$ cat src/rtl/int_wb_arbiter_pkg.sv
// Shared writeback types and requester indices for the integer writeback arbiter.
// Struct widths here must match the XLEN/REG_IDX_W used by int_wb_arbiter.
package int_wb_arbiter_pkg;

  localparam int INT_XLEN       = 32;
  localparam int INT_REG_IDX_W  = 5;
  localparam int INT_WB_NUM_REQ = 3;

  localparam int WB_REQ_ALU = 0;
  localparam int WB_REQ_MUL = 1;
  localparam int WB_REQ_LSU = 2;

  typedef struct packed {
    logic                     valid;
    logic [INT_REG_IDX_W-1:0] idx;
    logic [INT_XLEN-1:0]      data;
  } int_arch_reg_wb_t;

  typedef struct packed {
    logic                     valid;
    logic [INT_REG_IDX_W-1:0] idx;
    logic [INT_XLEN-1:0]      data;
  } wb_req_t;

endpackage

$ cat src/rtl/int_wb_arbiter_rr_arbiter.sv
// Combinational round-robin arbiter: scans the request vector from ptr upward
// (mod NUM_REQ) and returns a one-hot grant plus the pointer following the winner.
module rr_arbiter #(
  parameter int NUM_REQ = 3,
  parameter int PTR_W   = $clog2(NUM_REQ)
) (
  input  logic [NUM_REQ-1:0] req,
  input  logic [PTR_W-1:0]   ptr,
  output logic [NUM_REQ-1:0] gnt,
  output logic [PTR_W-1:0]   next_ptr,
  output logic               any_gnt
);

  logic [PTR_W:0]   sum;
  logic [PTR_W-1:0] pos;

  always_comb begin
    gnt      = '0;
    next_ptr = ptr;
    any_gnt  = 1'b0;
    sum      = '0;
    pos      = '0;
    for (int i = 0; i < NUM_REQ; i++) begin
      sum = {1'b0, ptr} + (PTR_W+1)'(i);
      if (sum >= (PTR_W+1)'(NUM_REQ)) begin
        sum = sum - (PTR_W+1)'(NUM_REQ);
      end
      pos = sum[PTR_W-1:0];
      if (!any_gnt && req[pos]) begin
        gnt[pos] = 1'b1;
        any_gnt  = 1'b1;
        next_ptr = (pos == PTR_W'(NUM_REQ-1)) ? '0 : pos + PTR_W'(1);
      end
    end
  end

endmodule

$ cat src/rtl/int_wb_arbiter.sv
// Shares the integer register writeback port among NUM_REQ units, each with a 1-entry buffer.
// Optional INT_WB_ARB_BYPASS_EN lets an empty-buffer request win directly (1-cycle latency).
module int_wb_arbiter
  import int_wb_arbiter_pkg::*;
#(
  parameter int NUM_REQ   = INT_WB_NUM_REQ,
  parameter int XLEN      = INT_XLEN,
  parameter int REG_IDX_W = INT_REG_IDX_W
) (
  input  logic                         i_clk,
  input  logic                         i_rst_n,
  input  logic                         i_flush,
  input  logic [NUM_REQ-1:0]           i_req_valid,
  input  logic [NUM_REQ*REG_IDX_W-1:0] i_req_idx,
  input  logic [NUM_REQ*XLEN-1:0]      i_req_data,
  output logic [NUM_REQ-1:0]           o_req_ready,
  output int_arch_reg_wb_t             o_int_reg_wb,
  output logic [NUM_REQ-1:0]           o_grant,
  output logic                         o_busy
);

  localparam int PTR_W = $clog2(NUM_REQ);

  wb_req_t             req_in [NUM_REQ];
  wb_req_t             buf_q  [NUM_REQ];
  wb_req_t             win;
  logic [NUM_REQ-1:0]  buf_v;
  logic [NUM_REQ-1:0]  cand;
  logic [NUM_REQ-1:0]  gnt;
  logic [NUM_REQ-1:0]  gnt_buf;
  logic [NUM_REQ-1:0]  accept;
  logic [NUM_REQ-1:0]  load;
  logic [PTR_W-1:0]    rr_ptr;
  logic [PTR_W-1:0]    rr_ptr_nxt;
  logic                any_gnt;

  always_comb begin
    for (int k = 0; k < NUM_REQ; k++) begin
      req_in[k].valid = i_req_valid[k];
      req_in[k].idx   = i_req_idx[k*REG_IDX_W +: REG_IDX_W];
      req_in[k].data  = i_req_data[k*XLEN +: XLEN];
      buf_v[k]        = buf_q[k].valid;
    end
  end

`ifdef INT_WB_ARB_BYPASS_EN
  assign cand = buf_v | i_req_valid;
`else
  assign cand = buf_v;
`endif

  rr_arbiter #(
    .NUM_REQ (NUM_REQ),
    .PTR_W   (PTR_W)
  ) u_rr_arbiter (
    .req      (cand),
    .ptr      (rr_ptr),
    .gnt      (gnt),
    .next_ptr (rr_ptr_nxt),
    .any_gnt  (any_gnt)
  );

  assign gnt_buf     = gnt & buf_v;
  assign o_req_ready = ~buf_v | gnt_buf;
  assign accept      = i_req_valid & o_req_ready;
  // A bypass winner goes straight to the output register, so it is never buffered.
  assign load        = accept & ~(gnt & ~buf_v);
  assign o_busy      = |buf_v;

  always_comb begin
    win = '0;
    for (int k = 0; k < NUM_REQ; k++) begin
      if (gnt[k]) begin
        win = buf_v[k] ? buf_q[k] : req_in[k];
      end
    end
  end

  always_ff @(posedge i_clk or negedge i_rst_n) begin
    if (!i_rst_n) begin
      for (int k = 0; k < NUM_REQ; k++) begin
        buf_q[k] <= '0;
      end
      rr_ptr       <= '0;
      o_int_reg_wb <= '0;
      o_grant      <= '0;
    end else if (i_flush) begin
      for (int k = 0; k < NUM_REQ; k++) begin
        buf_q[k].valid <= 1'b0;
      end
      o_int_reg_wb <= '0;
      o_grant      <= '0;
    end else begin
      for (int k = 0; k < NUM_REQ; k++) begin
        if (load[k]) begin
          buf_q[k] <= req_in[k];
        end else if (gnt_buf[k]) begin
          buf_q[k].valid <= 1'b0;
        end
      end
      if (any_gnt) begin
        rr_ptr <= rr_ptr_nxt;
      end
      // x0 results are consumed and granted but never written back.
      o_int_reg_wb.valid <= any_gnt && (win.idx != '0);
      o_int_reg_wb.idx   <= win.idx;
      o_int_reg_wb.data  <= win.data;
      o_grant            <= gnt;
    end
  end

endmodule
$ cat config.mk
export PLATFORM = sky130hd
export DESIGN_NAME = int_wb_arbiter
export DESIGN_NICKNAME = d
export VERILOG_FILES = /design/src/rtl/int_wb_arbiter_pkg.sv /design/src/rtl/int_wb_arbiter_rr_arbiter.sv /design/src/rtl/int_wb_arbiter.sv
export SDC_FILE = /design/constraint.sdc
export NUM_CORES = 1
export LEC_CHECK = 0
export ABC_AREA = 0
export CORE_MARGIN = 3
export CORE_UTILIZATION = 52
export DETAILED_ROUTE_END_ITERATION = 8
export PLACE_DENSITY_LB_ADDON = 0.3
export RECOVER_POWER = 100
export SLEW_MARGIN = 20
export SYNTH_ARGS = -nofsm -noshare
export SYNTH_HDL_FRONTEND = slang
export SYNTH_SLANG_ARGS = --single-unit
$ cat constraint.sdc
create_clock -name i_clk -period 3.77 [get_ports i_clk]
set_clock_uncertainty 0.15 [all_clocks]
set_input_delay 0.754 -clock i_clk [delete_from_list [all_inputs] [get_ports i_clk]]
set_output_delay 0.754 -clock i_clk [all_outputs]
set_load 0.02 [all_outputs]
==> impl_metrics.ini, run 1 <==
[floorplanning]
initial_utilization = 0.541
die_area_sq_um = 16900
die_h_um = 130
die_x_um = 130
io_pins = 162
core_area_sq_um = 14800
rows = 44

[logic_synthesis]
postSynthCellCount = 660
synth.area.top_cells = dfrtp_1, mux2i_1, mux2_2, mux2_4, a211oi_1
synth_edf_count = 0
ys_seq_area_frac = 0.491
synthFlopType = dfrtp_1
netlist.area_leader.share = 0.491
synth_area_leader_cell = dfrtp_1
yosysWarnings = 0
synth_cell_types = 49
synth-seq-cells = 157
synth_nets = 781
async_reset_ff_frac = 1.00
netlist_area_sq_um = 8010
syn_avg_cell_area_sq_um = 12.1

[cts]
htreeDepth = 4
clk_latency_ns = 0.42
clock_path_buffers = 2
cts_sinks = 157
post_cts_buffers = 0
clk_pin_slew_worst_paths_ns = 0.07
cts-root-buf = clkbuf_16
numCtsBuffers = 17
cts_tree = built

[cells_and_area]
synthToLayoutAreaGrowth_pct = 29.8
fill_cells = 1012
layoutNonFillerInstCount = 1002
final_cell_area_sq_um = 10400
nets = 925
drive_gt1_frac = 0.220
layout_commonest_cell = clkdlybuf4s50_1
final_cell_mix = clkdlybuf4s50_1, dfrtp_1, mux2i_1, mux2_2, nand2_1

[drt]
vias = 5902
drtIter0Drc = 343
routed_wl_um = 21100
wire_per_inst_um = 21.1
drc = 0
vias_per_cell = 5.89
drtPass1Iterations = 5
postRouteAntennaNets = 0

[setup_path]
endpoint_kind = primary output
crit_fanout = 8
crit_path_start_kind = flip-flop
critPathKind = reg -> out
worst_ep_required_time_ns = 2.87
arrival_ns = 2.83

[sta]
fin_crit_ns = 3.73
slew_headroom = -0.280
rsz0062_at_grt = yes
hold_viol_final = 0
setup_viol = 0
worst_pin_slew_ns = 1.92
holdWs_ns = 0.356
timing.final.crit_share = 0.990
worst_slack_ns = 0.0390
fmax_mhz = 268
slew_violations = 76

[pwr]
max-vdd-ir-drop_mv = 0.512
cellPowerDensity_nw_per_um2 = 884
power_w = 0.00918
leakagePower_nw = 4.30

[grt]
grt_pass1_wl_um = 32700
grt_remaining_overflow = 0
grt_pass1_vias = 6192
grt_max_degree = 76
antenna_found_initial = 1
grt.total_usage = 0.252

[status]
status = finished with violations
violations = capacitance limit, slew limit

[place]
placedCellCount = 969
gp_congestion = 0.834
dpl_worst_slack_ns = 0.391
hpwl_um = 13600
placement.io_buffers = 161
placed_area_sq_um = 9740

[flow_run]
drv_cap = 1

[worst_hold_path]
min_path_type = reg -> reg
==> critical path, cell delays in order, from the launching register on <==
cell and delay [ns]:
dfrtp_1 0.45, inv_1 0.16, ha_2 0.32, nand2_1 0.15, o22ai_4 0.29, nand2_1 0.17
and2_1 0.19, nand2_1 0.07, clkdlybuf4s50_1 0.60
==> cells by family (layout without fill, tap and decap cells) <==
kind of cell	count (synthesis)	after routing	synth area share
xor+xnor	2	2	0.00219
flops	157	157	0.491
simple gates	84	84	0.0480
buf+inv	58	215	0.0395
mux	225	225	0.313
other cells	0	1	0
fa+ha+maj	4	4	0.00625
compound gates	130	130	0.100
==> area by class of cell <==
type	count	area, sq um	area share
tap	184	230	0.0222
timing repair buffer	179	1770	0.170
sequential	157	3930	0.378
antenna	1	2.50	0.000241
multi-input combinational	445	3830	0.369
clock buffer	17	425	0.0409
clock inverter	15	186	0.0179
inverter	4	15.0	0.00144
==> cell usage after synthesis, types with 5 or more instances <==
cell,n
dfrtp_1,157
mux2i_1,111
mux2_2,84
nand2_1,50
a21oi_1,39
o21ai_0,37
a211oi_1,32
clkbuf_1,30
mux2_4,30
nor2_1,13
buf_4,7
buf_1,6
buf_2,5
==> per-stage QoR <==
stage | TNS, ns | util
floorplan | 0 | -
global placement | 0 | 0.658
detailed placement | 0 | 0.658
CTS | 0 | 0.700
global route | -0.0586 | 0.702
finish | 0 | 0.702
==> registers in the layout (all words and copies together), names as in the netlist <==
register	cells
o_int_reg_wb	38
buf_q	114
o_grant	3
rr_ptr	2
==> report_power, final <==
part | switching, W | total, W | internal (W)
Clock | 0.000734 | 0.00179 | 0.00105
Combinational | 0.00236 | 0.00450 | 0.00214
Sequential | 0.000420 | 0.00289 | 0.00247
Total | 0.00351 | 0.00918 | 0.00567
==> per-layer routing <==
layer | vias up | routed length [um] | track usage | part of all wire
met4 | 2 | 463 | 0.0923 | 0.022
met2 | 239 | 10300 | 0.414 | 0.49
met3 | 46 | 1540 | 0.0749 | 0.073
met5 | - | 13 | 0 | 0.00062
li1 | 2690 | - | - | -
met1 | 2925 | 8780 | 0.316 | 0.42
==> worst paths after layout <==
check	from	end	slack, ns	cells past startpoint
worst min register to register	buf_q[14]$_DFFE_PN0P_	buf_q[14]$_DFFE_PN0P_	0.36	1
max in group asynchronous	i_rst_n	buf_q[64]$_DFFE_PN0P_	0.78	2
worst min-delay path	buf_q[14]$_DFFE_PN0P_	buf_q[14]$_DFFE_PN0P_	0.36	1
worst max-delay path	rr_ptr[1]$_DFFE_PN0P_	o_req_ready[1]	0.04	8
worst max register to register	rr_ptr[0]$_DFFE_PN0P_	buf_q[16]$_DFFE_PN0P_	0.47	11
min in group asynchronous	i_rst_n	o_int_reg_wb[34]$_DFF_PN0_	0.70	1
==> what timing repair did <==
action,CTS,global route
endpoints found under the hold margin,0,0
setup endpoints to repair,2,3
pin swaps,0,0
hold buffers,0,0
resized for setup,2,8
No activity file was read; power rests on OpenSTA's default activity.
==> run 2: changes to the inputs <==
--- a/config.mk
+++ b/config.mk
@@ -9,9 +9,10 @@
 export CORE_MARGIN = 3
 export CORE_UTILIZATION = 52
 export DETAILED_ROUTE_END_ITERATION = 8
+export GPL_TIMING_DRIVEN = 0
 export PLACE_DENSITY_LB_ADDON = 0.3
 export RECOVER_POWER = 100
-export SLEW_MARGIN = 20
+export SLEW_MARGIN = 40
 export SYNTH_ARGS = -nofsm -noshare
 export SYNTH_HDL_FRONTEND = slang
 export SYNTH_SLANG_ARGS = --single-unit
==> constraint.sdc (replaced) <==
create_clock -name i_clk -period 3.8 [get_ports i_clk]
set_clock_uncertainty 0.15 [all_clocks]
set_input_delay 0.76 -clock i_clk [delete_from_list [all_inputs] [get_ports i_clk]]
set_output_delay 0.76 -clock i_clk [all_outputs]
set_load 0.02 [all_outputs]
==> impl_metrics.ini, run 2 (synthesized netlist as in run 1, its figures left out) <==
[grt]
antenna_found_initial = 0
grt_pass1_wl_um = 33500
grt_pass1_vias = 6434
grt_remaining_overflow = 0
grt_max_degree = 66
grt.total_usage = 0.259

[setup_path]
worst_ep_required_time_ns = 2.89
cpMaxStageDelayCell = clkdlybuf4s50_1
crit_fanout = 10
crit_path_start_kind = flip-flop
crit_chain = clkbuf_1 -> clkbuf_1 -> or3_1 -> clkdlybuf4s50_1
crit_top_cell = clkbuf_1
cpPeakStageDelay_ns = 0.60
critPathKind = reg -> out
endpoint_kind = primary output
arrival_ns = 2.78

[flow_run]
drv_cap = 1

[cells_and_area]
layoutNonFillerInstCount = 1041
multi_input_area_sq_um = 3670
synthToLayoutAreaGrowth_pct = 29.9
final_cell_mix = dfrtp_1, clkdlybuf4s50_1, mux2i_1, mux2_2, nand2_1
layout_commonest_cell = dfrtp_1
largest_reg_flops = 114
fill_cells = 1047
seqCellArea_sq_um = 3930
final_core_util = 0.703
top_register = buf_q
reg.largest.list = buf_q x114, o_int_reg_wb x38, o_grant x3
final_cell_area_sq_um = 10400
nets = 965
drive_gt1_frac = 0.174
n_antenna_cell = 0

[pwr]
leakagePower_nw = 4.41
switchingPower_w = 0.00342
swShare = 0.378
p_seq_frac = 0.311
max-vdd-ir-drop_mv = 0.574
power.internal_w = 0.00563
combPwrFrac = 0.476
clkPwrFrac = 0.213
cellPowerDensity_nw_per_um2 = 870

[cts]
clock_path_buffers = 2
numCtsBuffers = 17
cts-root-buf = clkbuf_16
ctsHoldBuffers = 0
clk_pin_slew_worst_paths_ns = 0.06
clk_latency_ns = 0.43
cts_tree = built
htreeDepth = 4
cts_sinks = 157

[sta]
rsz0062_at_grt = no
slew_headroom = -0.472
slew_violations = 40
hold_viol_final = 0
holdWs_ns = 0.339
fin_crit_ns = 3.69
setup_viol = 0
fmax_mhz = 271
worst_pin_slew_ns = 2.21
timing.final.crit_share = 0.971

[drt]
wire_per_inst_um = 20.4
routed_wl_um = 21200
vias_per_cell = 5.82
drtPass1Iterations = 7
postRouteAntennaNets = 0
drtIter0Drc = 495
vias = 6060
drc = 0

[worst_hold_path]
min_path_type = reg -> reg

[floorplanning]
die_area_sq_um = 16900
core_area_sq_um = 14800
initial_utilization = 0.541
die_h_um = 130
io_pins = 162
die_x_um = 130
rows = 44

[place]
hpwl_um = 15000
gp_congestion = 0.868
placement.io_buffers = 161
placed_area_sq_um = 9910
placedCellCount = 1007

[status]
status = finished with violations
violations = capacitance limit, slew limit
-- run 2: cell count changes in the layout (fill, tap and decap cells not counted), moves of 6 or more --
cell / delta
buf_4: -6
dlygate4sd3_1: +42
clkbuf_1: +36
clkdlybuf4s50_1: -43
mux2_4: -26
clkbuf_2: +7
mux2_1: +26
-- run 2: final timing paths --
| kind | slack, ns | depth (start not counted) | to | start |
|---|---|---|---|---|
| min reg2reg | 0.34 | 1 | buf_q[101]$_DFFE_PN0P_ | buf_q[101]$_DFFE_PN0P_ |
| max in group asynchronous | 0.68 | 2 | buf_q[12]$_DFFE_PN0P_ | i_rst_n |
| min | 0.34 | 1 | buf_q[101]$_DFFE_PN0P_ | buf_q[101]$_DFFE_PN0P_ |
| max reg2reg | 0.22 | 13 | buf_q[56]$_DFFE_PN0P_ | rr_ptr[0]$_DFFE_PN0P_ |
| min in group asynchronous | 0.83 | 1 | o_int_reg_wb[34]$_DFF_PN0_ | i_rst_n |
| max | 0.11 | 4 | o_busy | buf_q[75]$_DFFE_PN0P_ |
-- run 2: stage by stage --
| stage | setup slack, ns | TNS [ns] | power [W] |
|---|---|---|---|
| 2_1_floorplan | 0.887 | 0 | 0.00595 |
| 3_3_place_gp | -4.45 | -696.99 | 0.00718 |
| 3_5_place_dp | 0.109 | 0 | 0.00736 |
| 4_1_cts | 0.00251 | 0 | 0.00932 |
| 5_1_grt | 0.0221 | 0 | 0.00963 |
| 6_report | 0.111 | 0 | 0.00905 |
-- run 2: metal layers --
metal | wire, um | vias to the layer above | track usage | part of all wire
li1 | - | 2765 | - | -
met1 | 9070 | 3030 | 0.345 | 0.43
met2 | 10400 | 229 | 0.428 | 0.49
met3 | 1410 | 36 | 0.0622 | 0.066
met4 | 363 | 0 | 0.0642 | 0.017
met5 | 0 | - | 0 | 0
-- run 2: final cells by class --
type,instances,share of cell area
clock inverter,11,0.0206
multi-input combinational,445,0.353
clock buffer,21,0.0433
tap,184,0.0221
buffer,51,0.0221
timing repair buffer,168,0.160
inverter,4,0.00144
sequential,157,0.378
-- run 2: timing repair --
action / 4_1_cts / 5_1_grt
gates cloned: 0 / 0
setup endpoints to repair: 4 / 2
setup buffers: 0 / 5
pin swaps: 0 / 2
resized for setup: 7 / 3
-- run 2: power by group through the flow --
stage | Combinational [W] | Clock, W | Sequential, W
after detailed placement | 0.00451 | 0 | 0.00285
after floorplan | 0.00305 | 0 | 0.00290
final | 0.00431 | 0.00192 | 0.00282
after global routing | 0.00471 | 0.00202 | 0.00291
after CTS | 0.00454 | 0.00195 | 0.00283
after global placement | 0.00439 | 0 | 0.00280
-- run 2: critical path: cells and delay by family, from the launching register on --
family	cells	cell delay, ns
flops	1	0.46
simple gates	1	0.19
buf+inv	3	1.71
==> run 3: changes to the inputs <==
--- a/config.mk
+++ b/config.mk
@@ -5,11 +5,11 @@
 export SDC_FILE = /design/constraint.sdc
 export NUM_CORES = 1
 export LEC_CHECK = 0
-export ABC_AREA = 0
 export CORE_MARGIN = 3
 export CORE_UTILIZATION = 52
 export DETAILED_ROUTE_END_ITERATION = 8
 export GPL_TIMING_DRIVEN = 0
+export HOLD_SLACK_MARGIN = 0.15
 export PLACE_DENSITY_LB_ADDON = 0.3
 export RECOVER_POWER = 100
 export SLEW_MARGIN = 40
==> impl_metrics.ini, run 3 (synthesized netlist as in run 1, its figures left out) <==
[floorplanning]
rows = 44
die_area_sq_um = 16900
die_x_um = 130
io_pins = 162
core_area_sq_um = 14800
die_h_um = 130
initial_utilization = 0.541

[setup_path]
cpMaxStageDelayCell = clkdlybuf4s50_1
worst_ep_required_time_ns = 2.89
critPathKind = reg -> out
endpoint_kind = primary output
r2r_cells = 13
worstPathBufferInverterCount = 3
cpPeakStageDelay_ns = 0.60
crit_path_start_kind = flip-flop
cp.depth = 4
crit_fanout = 10
arrival_ns = 2.78
crit_chain = clkbuf_1 -> clkbuf_1 -> or3_1 -> clkdlybuf4s50_1
crit_top_cell = clkbuf_1
worst_path_dominant_cell_family = buffers and inverters

[sta]
worst_slack_ns = 0.114
slew_headroom = -0.578
worst_pin_slew_ns = 2.37
rsz0062_at_grt = no
holdWs_ns = 0.339
slew_violations = 39
fin_crit_ns = 3.69
fmax_mhz = 271
setup_viol = 0
hold_viol_final = 0
timing.final.crit_share = 0.970

[status]
status = finished with violations
violations = capacitance limit, slew limit

[place]
dpl_worst_slack_ns = 0.109
hpwl_um = 15000
placement.io_buffers = 161
gp_congestion = 0.868
placedCellCount = 1007

[pwr]
cellPowerDensity_nw_per_um2 = 868
leakagePower_nw = 4.42
clkPwrFrac = 0.212
swShare = 0.378
p_seq_frac = 0.311
switchingPower_w = 0.00343
power.internal_w = 0.00563
combPwrFrac = 0.477
max-vdd-ir-drop_mv = 0.572

[grt]
grt.total_usage = 0.259
grt_remaining_overflow = 0
antenna_found_initial = 0
grt_pass1_vias = 6446
grt_pass1_wl_um = 33500
grt_max_degree = 66

[cells_and_area]
fill_cells = 1044
n_antenna_cell = 0
top_register = buf_q
layout_commonest_cell = dfrtp_1
drive_gt1_frac = 0.174
seqCellArea_sq_um = 3930
synthToLayoutAreaGrowth_pct = 30.3
layoutNonFillerInstCount = 1042
largest_reg_flops = 114
final_cell_mix = dfrtp_1, clkdlybuf4s50_1, mux2i_1, mux2_2, nand2_1
nets = 966
reg.largest.list = buf_q x114, o_int_reg_wb x38, o_grant x3
final_core_util = 0.705
multi_input_area_sq_um = 3670

[drt]
vias_per_cell = 5.84
drtIter0Drc = 490
wire_per_inst_um = 20.4
routed_wl_um = 21300
vias = 6088
postRouteAntennaNets = 0
drtPass1Iterations = 6
drc = 0

[worst_hold_path]
hold_depth = 1
min_path_type = reg -> reg

[cts]
numCtsBuffers = 17
cts-root-buf = clkbuf_16
clk_latency_ns = 0.42
htreeDepth = 4
cts_sinks = 157
clock_path_buffers = 2
clk_pin_slew_worst_paths_ns = 0.06
cts_tree = built

[flow_run]
drv_cap = 1
## run 3: final timing paths
kind	startpoint	to	slack [ns]
worst min register to register	buf_q[101]$_DFFE_PN0P_	buf_q[101]$_DFFE_PN0P_	0.34
max in group asynchronous	i_rst_n	o_int_reg_wb[23]$_DFF_PN0_	0.70
min in group asynchronous	i_rst_n	o_int_reg_wb[34]$_DFF_PN0_	1.45
worst min-delay path	buf_q[101]$_DFFE_PN0P_	buf_q[101]$_DFFE_PN0P_	0.34
worst max register to register	rr_ptr[0]$_DFFE_PN0P_	buf_q[56]$_DFFE_PN0P_	0.19
worst max-delay path	buf_q[75]$_DFFE_PN0P_	o_busy	0.11
## run 3: repair_timing
item	CTS	global route
pin swaps	0	2
hold endpoints to repair	38	0
gates resized for setup	7	3
setup endpoints to repair	4	2
setup buffers	0	5
hold buffers	1	0
## run 3: area by class of cell
| cell class | instances | area share |
|---|---|---|
| Inverter | 4 | 0.00144 |
| Tap cell | 184 | 0.0221 |
| Clock buffer | 21 | 0.0432 |
| Buffer | 51 | 0.0221 |
| Timing Repair Buffer | 169 | 0.162 |
| Clock inverter | 11 | 0.0205 |
| Sequential cell | 157 | 0.377 |
| Multi-Input combinational cell | 445 | 0.352 |
## run 3: layer usage
layer,track usage,vias up,share of wire
met2,0.429,227,0.49
met5,0,-,0
met4,0.0642,0,0.018
met3,0.0622,42,0.063
li1,-,2768,-
met1,0.345,3051,0.43
## run 3: power groups by stage
stage               Sequential [W]  Clock [W]  Combinational, W
floorplan                  0.00290          0           0.00305
global placement           0.00280          0           0.00439
detailed placement         0.00285          0           0.00451
CTS                        0.00283    0.00195           0.00454
global route               0.00291    0.00202           0.00471
finish                     0.00282    0.00192           0.00432
## run 3: stage by stage
stage                     area (sq um)  TNS, ns  power (W)
after global routing             10400        0    0.00964
after detailed placement          9910        0    0.00736
after global placement            9850  -696.99    0.00718
after floorplan                   8010        0    0.00595
after CTS                        10600        0    0.00932
final                            10400        0    0.00906
